===== src/rtl/ahb_arb_pkg.sv =====
// Shared types and defaults for the round-robin AHB arbiter.
package ahb_arb_pkg;

  typedef enum logic [0:0] {
    ARB_IDLE  = 1'b0,
    ARB_GRANT = 1'b1
  } arb_state_e;

  localparam int unsigned DefNumMasters   = 4;
  localparam int unsigned DefSelW         = 2;
  localparam int unsigned DefTimeoutCycles = 256;

  // An error response keeps the transfer open, so only an OKAY with ready completes it.
  function automatic logic tr_done(input logic hready_out, input logic hresp);
    return hready_out & ~hresp;
  endfunction

endpackage


===== src/rtl/rr_pick.sv =====
// Rotating-priority request picker: first set request at or after ptr_i, wrapping.
module rr_pick #(
  parameter int unsigned NUM_MASTERS = 4,
  parameter int unsigned MIDX_W      = 2
) (
  input  logic [NUM_MASTERS-1:0] req_i,
  input  logic [MIDX_W-1:0]      ptr_i,
  output logic [NUM_MASTERS-1:0] win_oh_o,
  output logic [MIDX_W-1:0]      win_idx_o,
  output logic                   any_o
);

  logic [2*NUM_MASTERS-1:0] req_dbl;
  logic [2*NUM_MASTERS-1:0] req_msk;

  // The upper copy is never masked, so wrap-around requests are still found there.
  always_comb begin
    req_dbl   = {req_i, req_i};
    req_msk   = '0;
    win_oh_o  = '0;
    win_idx_o = '0;
    any_o     = |req_i;
    for (int j = 0; j < 2 * int'(NUM_MASTERS); j++) begin
      req_msk[j] = req_dbl[j] && (j >= int'(ptr_i));
    end
    for (int j = 2 * int'(NUM_MASTERS) - 1; j >= 0; j--) begin
      if (req_msk[j]) begin
        win_idx_o = MIDX_W'(j % int'(NUM_MASTERS));
      end
    end
    if (any_o) begin
      win_oh_o[win_idx_o] = 1'b1;
    end
  end

endmodule


===== src/rtl/ahb_rr_arbiter.sv =====
// Round-robin AHB bus arbiter with registered grant, select and master index.
// Optional bus-hold watchdog enabled by defining ARB_TIMEOUT_EN.
module ahb_rr_arbiter
  import ahb_arb_pkg::*;
#(
  parameter int unsigned NUM_MASTERS    = DefNumMasters,
  parameter int unsigned SEL_W          = DefSelW,
  parameter int unsigned TIMEOUT_CYCLES = DefTimeoutCycles,
  localparam int unsigned MIDX_W        = $clog2(NUM_MASTERS)
) (
  input  logic                         hclk,
  input  logic                         hresetn,
  input  logic [NUM_MASTERS-1:0]       hreq,
  input  logic [NUM_MASTERS*SEL_W-1:0] sel_in,
  input  logic                         hready_out,
  input  logic                         hresp,
  output logic [NUM_MASTERS-1:0]       hgrant,
  output logic [SEL_W-1:0]             sel,
  output logic [MIDX_W-1:0]            hmaster,
  output logic                         busy,
  output logic                         timeout
);

  arb_state_e             state_q;
  logic [MIDX_W-1:0]      ptr_q;
  logic [NUM_MASTERS-1:0] hgrant_q;
  logic [SEL_W-1:0]       sel_q;
  logic [MIDX_W-1:0]      hmaster_q;
  logic                   busy_q;
  logic                   timeout_q;

  logic [NUM_MASTERS-1:0] win_oh;
  logic [MIDX_W-1:0]      win_idx;
  logic                   any_req;
  logic [MIDX_W-1:0]      ptr_d;
  logic [SEL_W-1:0]       win_sel;
  logic [SEL_W-1:0]       owner_sel;
  logic                   done;
  logic                   expire;
  logic                   advance;
  logic                   take;
  logic                   release_bus;

  rr_pick #(
    .NUM_MASTERS(NUM_MASTERS),
    .MIDX_W     (MIDX_W)
  ) u_pick (
    .req_i    (hreq),
    .ptr_i    (ptr_q),
    .win_oh_o (win_oh),
    .win_idx_o(win_idx),
    .any_o    (any_req)
  );

  assign done    = tr_done(hready_out, hresp);
  assign advance = (state_q == ARB_GRANT) && (done || expire);
  assign take    = ((state_q == ARB_IDLE) || advance) && any_req;
  assign release_bus = advance && !any_req;

  always_comb begin
    win_sel   = sel_in[SEL_W*int'(win_idx) +: SEL_W];
    owner_sel = sel_in[SEL_W*int'(hmaster_q) +: SEL_W];
    ptr_d     = (win_idx == MIDX_W'(NUM_MASTERS - 1)) ? '0 : win_idx + 1'b1;
  end

`ifdef ARB_TIMEOUT_EN
  localparam int unsigned CntW = (TIMEOUT_CYCLES > 1) ? $clog2(TIMEOUT_CYCLES) : 1;
  logic [CntW-1:0] cnt_q;

  assign expire = (state_q == ARB_GRANT) && !done && (cnt_q == CntW'(TIMEOUT_CYCLES - 1));

  always_ff @(posedge hclk or negedge hresetn) begin
    if (!hresetn) begin
      cnt_q     <= '0;
      timeout_q <= 1'b0;
    end else begin
      timeout_q <= expire;
      if (take || release_bus) begin
        cnt_q <= '0;
      end else if (state_q == ARB_GRANT) begin
        cnt_q <= cnt_q + 1'b1;
      end
    end
  end
`else
  logic unused_timeout_cycles;
  assign unused_timeout_cycles = ^TIMEOUT_CYCLES;
  assign expire    = 1'b0;
  assign timeout_q = 1'b0;
`endif

  always_ff @(posedge hclk or negedge hresetn) begin
    if (!hresetn) begin
      state_q   <= ARB_IDLE;
      ptr_q     <= '0;
      hgrant_q  <= '0;
      sel_q     <= '0;
      hmaster_q <= '0;
      busy_q    <= 1'b0;
    end else begin
      unique case (state_q)
        ARB_IDLE: begin
          if (take) begin
            state_q   <= ARB_GRANT;
            ptr_q     <= ptr_d;
            hgrant_q  <= win_oh;
            sel_q     <= win_sel;
            hmaster_q <= win_idx;
            busy_q    <= 1'b1;
          end
        end
        ARB_GRANT: begin
          if (take) begin
            // Back-to-back handover: old grant bit drops at the same edge.
            ptr_q     <= ptr_d;
            hgrant_q  <= win_oh;
            sel_q     <= win_sel;
            hmaster_q <= win_idx;
          end else if (release_bus) begin
            state_q   <= ARB_IDLE;
            hgrant_q  <= '0;
            sel_q     <= '0;
            hmaster_q <= '0;
            busy_q    <= 1'b0;
          end else begin
            sel_q <= owner_sel;
          end
        end
        default: state_q <= ARB_IDLE;
      endcase
    end
  end

  assign hgrant  = hgrant_q;
  assign sel     = sel_q;
  assign hmaster = hmaster_q;
  assign busy    = busy_q;
  assign timeout = timeout_q;

endmodule


===== config.mk =====
export PLATFORM = sky130hd
export DESIGN_NAME = ahb_rr_arbiter
export DESIGN_NICKNAME = d
export VERILOG_FILES = /design/src/rtl/ahb_arb_pkg.sv /design/src/rtl/rr_pick.sv /design/src/rtl/ahb_rr_arbiter.sv
export SDC_FILE = /design/constraint.sdc
export NUM_CORES = 1
export LEC_CHECK = 0
export BUFFER_PORTS_ARGS = -buffer_cell sky130_fd_sc_hd__buf_2
export CORE_UTILIZATION = 35
export CTS_CLUSTER_DIAMETER = 50
export DETAILED_ROUTE_END_ITERATION = 10
export GPL_ROUTABILITY_DRIVEN = 0
export SYNTH_ARGS = -nofsm -noshare
export SYNTH_HDL_FRONTEND = slang
export SYNTH_HIERARCHICAL = 1
export SYNTH_SLANG_ARGS = --single-unit

===== constraint.sdc =====
create_clock -name hclk -period 4.4 [get_ports hclk]
set_input_delay 0.22 -clock hclk [delete_from_list [all_inputs] [get_ports hclk]]
set_output_delay 0.22 -clock hclk [all_outputs]
set_load 0.02 [all_outputs]

* Word level (Yosys, flattened, before mapping) *
Cells that the tools add are included.

cells by class
  mux-type cells = 32
  add/subtract/negate cells = 1
  magnitude comparators = 5
  reduce and logical (&&, ||, !) cells = 12
  bitwise gates (word level) = 3
  equality and inequality tests = 5
  shift-type cells = 2

operator list
  operator             number
  $mux 2               15
  $mux 4               4
  $shiftx 8x4->2       2
  $pmux 2 s2           2
  $pmux 4 s2           1
  $logic_and 1x1->1    7
  $mux 1               7
  $ge 1x2->1 const A   2
  $ne 2x2->1 const B   2
  $pmux 1 s2           2
  $reduce_or 4->1      1
  $lt 2x3->1 const B   1
  $ne 3x1->1 const B   1
  $reduce_and 3->1     1
  $add 2x1->2 const B  1
  $demux 1 s2          1
  $eq 2x2->1 const B   1
  $ge 2x1->1 const B   1
  $ge 2x2->1 const A   1
  $ne 2x1->1 const B   1
  $not 1->1            2
  $reduce_and 2->1     1
  $and 1x1->1          1
  $logic_not 1->1      1
  $logic_or 1x1->1     1

word-level totals
  output and inout port bits = 10
  bits in registers = 12

* Longest topological paths before layout *
  word-level depth = 14
  depth in mapped cells = 7
  mapped depth without buffers = 6

* By module *
Netlist, hierarchy kept.

modules (own cells, without submodules)
  module          times used  sequential area each (µm²)  cells each  area each (µm²)
  ahb_rr_arbiter  1           300.3                       64          725.7
  rr_pick         1           0.0                         32          201.4

* Worst setup path before layout *
OpenSTA, ideal clock, no wires.

  path type = reg2reg
  start point = register ptr_q[1]
  end point = register sel_q[1], in the netlist sel[1]
  arrival time = 2.023 ns
  path buffers = 1
  setup slack = 2.244 ns
  cell stages (with the launch flop) = 8
  data required time = 4.267 ns
  setup time = 0.133 ns
  cells stage by stage = dfrtp_1 buf_6 mux2i_1 nor2_1 a311oi_1 mux4_2 nand2_1 o211ai_1

on the way
  longest elaborated chain between the ends = 8

RTL lines
  what                       RTL line                                      RTL
  from (decl)                ahb_rr_arbiter.sv:25                          logic [MIDX_W-1:0] ptr_q;
  from (signal assigned)     ahb_rr_arbiter.sv:105                         ptr_q <= ptr_d;
  from (signal assigned)     ahb_rr_arbiter.sv:115                         ptr_q <= ptr_d;
  $ge 2x2->1                 rr_pick.sv:24                                 req_msk[j] = req_dbl[j] && (j >= int'(ptr_i));
  $logic_and 1x1->1          rr_pick.sv:24
  $mux 2 (2 in series)       rr_pick.sv:27                                 if (req_msk[j]) begin
  $mux 2 (*)                 rr_pick.sv:27
  net win_idx[0]             ahb_rr_arbiter.sv:33                          logic [MIDX_W-1:0] win_idx;
  $shiftx 8x4->2 (*)         ahb_rr_arbiter.sv:61                          win_sel = sel_in[SEL_W*int'(win_idx) +: SEL_W];
  $mux 2 (on tied branches)  ahb_rr_arbiter.sv:113, ahb_rr_arbiter.sv:103
  $pmux 2 s2 (*)             ahb_rr_arbiter.sv:101                         unique case (state_q)
  to (signal assigned)       ahb_rr_arbiter.sv:107                         sel_q <= win_sel;
  to (signal assigned)       ahb_rr_arbiter.sv:117                         sel_q <= win_sel;
  to (signal assigned)       ahb_rr_arbiter.sv:126                         sel_q <= owner_sel;
  to (decl)                  ahb_rr_arbiter.sv:27                          logic [SEL_W-1:0] sel_q;

The timed path passes the listed nets; every way through them passes the cells marked *. The select of a mux whose other input is x is not followed.
A chain may end at the register's enable or synchronous reset.

* Worst setup path after layout *
  start point = register ptr_q[1]
  end point = register sel_q[0], in the netlist sel[0]

Same word-level chain as after synthesis.

==> results.rst <==
.. list-table::
   :header-rows: 1

   * - Metric
     - Value
   * - Async S/R FF share, synth
     - 100%
   * - Proportion of power drawn by flip-flops and latches
     - 36.7%
   * - Setup skew after layout
     - 0.917 ps
   * - Clock transition at the registers of the reported paths
     - 80 ps
   * - Syn Nets
     - 113
   * - Number of cells produced by synthesis
     - 96
   * - Most common cell in the netlist
     - sky130_fd_sc_hd__nor2_1
   * - Cell area after synthesis
     - 927 µm²
   * - Place WS
     - 2000 ps
   * - Die extent in x
     - 53.5 µm
   * - Routed wirelength normalized by instance count
     - 14.9 µm
   * - Final WL
     - 2180 µm
   * - Lkg Pwr
     - 0.528 nW
   * - Sink Count
     - 12
   * - Die footprint
     - 0.00286 mm²
   * - Largest fanout of any net on the critical path
     - 13
   * - Clk buf depth
     - 2
   * - Register-to-register setup slack
     - 2030 ps
   * - Crit start category
     - flop
   * - CTS Root Buffer Type
     - sky130_fd_sc_hd__clkbuf_4
   * - Final number of max-transition violations
     - 0
   * - DRT antenna net count
     - 0
   * - Net count of the finished layout
     - 134
   * - Total via count in the routed design
     - 823
   * - Net switching power of the design
     - 213 µW
   * - Setup violations, final
     - 0
   * - Fillers
     - 242
   * - Maximum clock rate
     - 423 MHz
   * - Finished Core Util
     - 42.6%
   * - Clock network latency to the later pin of the worst-skew pair
     - 280 ps
   * - Maximum Capacitance Violations
     - 0
   * - Area overhead of the layout relative to synthesis
     - 15.0%
   * - Path type of the worst setup path
     - flop to flop
   * - Register area share after synthesis
     - 32.4%
   * - Combinational fraction of design power
     - 46.0%
   * - FP Rows
     - 18
   * - Die extent in y
     - 53.5 µm
   * - Vias per Instance
     - 5.64
   * - Ranking of synthesized cells by area
     - sky130_fd_sc_hd__dfrtp_1 32%, sky130_fd_sc_hd__mux2_2 7.3%, sky130_fd_sc_hd__mux2i_1 6.5%
   * - TritonCTS clock tree
     - yes
   * - Count of buffers added by post-CTS timing repair for setup
     - 0
   * - Normalized max-slew margin
     - 49.0%
   * - Worst hold path type
     - input port to asynchronous set/reset pin
   * - Tightest hold margin
     - 351 ps
   * - Switching share of power
     - 40.0%
   * - Remaining global-route overflow
     - 0
   * - Total I/O pin count
     - 26
   * - Largest net degree at the start of global routing
     - 14
   * - Initial antenna violation count
     - 0
   * - Starting density of the core
     - 37.1%
   * - Library cell with the largest summed area after synthesis
     - sky130_fd_sc_hd__dfrtp_1
   * - Ant. Diodes
     - 0
   * - Unrepaired setup endpoints after global routing
     - false
   * - Number of distinct library cells after synthesis
     - 35
   * - Synth Area per Inst
     - 9.66 µm²
   * - Total routing usage reported by global routing
     - 17.8%
   * - Critical path data arrival time
     - 2520 ps
   * - Least-Margin Pin Slew
     - 760 ps
   * - Number of violations reported at the end of detailed-routing iteration 0
     - 25
   * - Resized Gates After CTS
     - 0
   * - Yosys synthesis warning count
     - 6
   * - Final HPWL from detailed placement
     - 1580 µm
   * - Number of enable flip-flop cells after synthesis
     - 0
   * - Sum of negative setup slack
     - 0 ps
   * - Power per cell area
     - 498 mW/mm²
   * - CP Data Required Time
     - 4560 ps
   * - Total iterations of the first detailed-routing run
     - 4
   * - Synth Flop Type
     - sky130_fd_sc_hd__dfrtp_1
   * - Setup slack of the critical path after layout
     - 2030 ps
   * - Area fraction of the dominant cell type after synthesis
     - 32.4%
   * - Total CTS buffers
     - 3
   * - Core outline area
     - 0.00250 mm²
   * - Number of flip-flops and latches in the synthesized netlist
     - 12
   * - Count of buffers from port buffering
     - 24
   * - Wire length of the first global-routing pass
     - 3530 µm
   * - Proportion of layout cells with a drive suffix above 1
     - 37.1%
   * - Final Critical Period
     - 2370 ps
   * - Worst voltage drop across the vdd grid
     - 0.199 mV
   * - Kind of end point of the critical path
     - flop
   * - Result of the run
     - finished clean
   * - DRC violations left
     - 0
   * - Number of cells in the design after placement
     - 141
   * - Most instantiated cells after synthesis
     - 13 x sky130_fd_sc_hd__nor2_1, 12 x sky130_fd_sc_hd__dfrtp_1, 7 x sky130_fd_sc_hd__a21oi_1
   * - Fin cells
     - 146
   * - Cell internal pwr
     - 318 µW
   * - Final hold vios
     - 0
   * - Vias in the first global route
     - 721
   * - Portion of the clock cycle consumed by the worst path in the final layout
     - 53.8%
   * - Number of levels in the clock H-tree
     - 1
   * - Clk network pwr share
     - 17.3%
==> timing repair <==
item / 4_1_cts / 5_1_grt
setup endpoints to repair: 0 / 0
hold buffers: 1 / 0
endpoints found under the hold margin: 12 / 0
==> cells by family (layout without fill, tap and decap cells) <==
kind of cell    count (synthesis)  after routing  share of synthesized area (%)
other cells                     1              1                          0.404
flops                          12             12                           32.4
fa+ha+maj                       1              1                           1.35
buf+inv                        13             33                           8.64
compound gates                 30             30                           24.7
simple gates                   25             25                           13.9
mux                            14             14                           18.6
==> path summary, 6_finish.rpt <==
path / startpoint / end / depth (start not counted)
worst max-delay path: ptr_q[1] / sel[0] / 6
min in group hclk: hready_out / sel[1] / 4
worst min-delay path: hresetn / sel[1] / 2
worst min register to register: sel[1] / sel[1] / 2
worst max register to register: ptr_q[1] / sel[0] / 6
max in group asynchronous: hresetn / hmaster[0] / 2
==> state kept, by name, indices dropped and copies added, names as in the netlist <==
| signal | cells |
|---|---|
| busy | 1 |
| state_q | 1 |
| ptr_q | 2 |
| sel | 2 |
| hmaster | 2 |
| hgrant | 4 |
==> power by group through the flow <==
stage          registers (mW)  clock network (mW)  logic (mW)
5_1_grt                 0.204              0.0997       0.269
2_1_floorplan           0.212                   0       0.172
6_report                0.195              0.0916       0.244
3_5_place_dp            0.198                   0       0.243
4_1_cts                 0.196              0.0945       0.245
3_3_place_gp            0.194                   0       0.238
==> layout make-up <==
type	count	area, µm²	share of cell area (%)
multi-input combinational	71	547	51.3
sequential	12	300	28.2
timing repair buffer	25	130	12.2
tap	30	37.5	3.52
clock buffer	4	36.3	3.40
inverter	4	15.0	1.41
==> routing by layer <==
metal  routed length [µm]  GRT usage, %
met1                 1050          24.7
met2                  995          26.3
met3                   97          2.59
met4                   36          9.21
met5                    0             0
==> cells in the final DEF (no fill, tap or decap) <==
cell / n
sky130_fd_sc_hd__nand2_1: 3
sky130_fd_sc_hd__a21boi_0: 1
sky130_fd_sc_hd__a21o_2: 1
sky130_fd_sc_hd__buf_2: 24
sky130_fd_sc_hd__dlygate4sd3_1: 1
sky130_fd_sc_hd__and2b_2: 1
sky130_fd_sc_hd__a32oi_1: 2
sky130_fd_sc_hd__o211ai_1: 2
sky130_fd_sc_hd__nand4_1: 2
sky130_fd_sc_hd__a221o_1: 5
sky130_fd_sc_hd__mux2i_1: 6
sky130_fd_sc_hd__and2_4: 1
sky130_fd_sc_hd__mux2_2: 6
sky130_fd_sc_hd__and2_1: 1
sky130_fd_sc_hd__inv_1: 4
sky130_fd_sc_hd__dfrtp_1: 12
sky130_fd_sc_hd__a22o_1: 2
sky130_fd_sc_hd__ha_1: 1
sky130_fd_sc_hd__o21ai_0: 4
sky130_fd_sc_hd__a21oi_1: 7
sky130_fd_sc_hd__or2_2: 1
sky130_fd_sc_hd__o221a_2: 2
sky130_fd_sc_hd__clkbuf_8: 1
sky130_fd_sc_hd__o2bb2a_1: 1
sky130_fd_sc_hd__nor2b_1: 1
sky130_fd_sc_hd__nand2b_4: 1
sky130_fd_sc_hd__o2bb2ai_1: 1
sky130_fd_sc_hd__o21bai_1: 1
sky130_fd_sc_hd__clkbuf_4: 3
sky130_fd_sc_hd__mux4_2: 2
sky130_fd_sc_hd__a311oi_1: 1
sky130_fd_sc_hd__nor2_1: 13
sky130_fd_sc_hd__conb_1: 1
sky130_fd_sc_hd__nand2b_1: 1
==> critical path, cell delays in order (launching register included) <==
cell	delay, ps
sky130_fd_sc_hd__dfrtp_1	560
sky130_fd_sc_hd__mux2i_1	230
sky130_fd_sc_hd__nor2_1	50
sky130_fd_sc_hd__a311oi_1	650
sky130_fd_sc_hd__mux4_2	580
sky130_fd_sc_hd__nand2_1	80
sky130_fd_sc_hd__o211ai_1	90
==> per-stage QoR <==
| stage | power [mW] | instance area, µm² |
|---|---|---|
| 4_1_cts | 0.535 | 1070 |
| 2_1_floorplan | 0.384 | 927 |
| 3_3_place_gp | 0.432 | 1020 |
| 6_report | 0.531 | 1070 |
| 5_1_grt | 0.573 | 1070 |
| 3_5_place_dp | 0.441 | 1020 |
(Power assumes the default switching activity.)
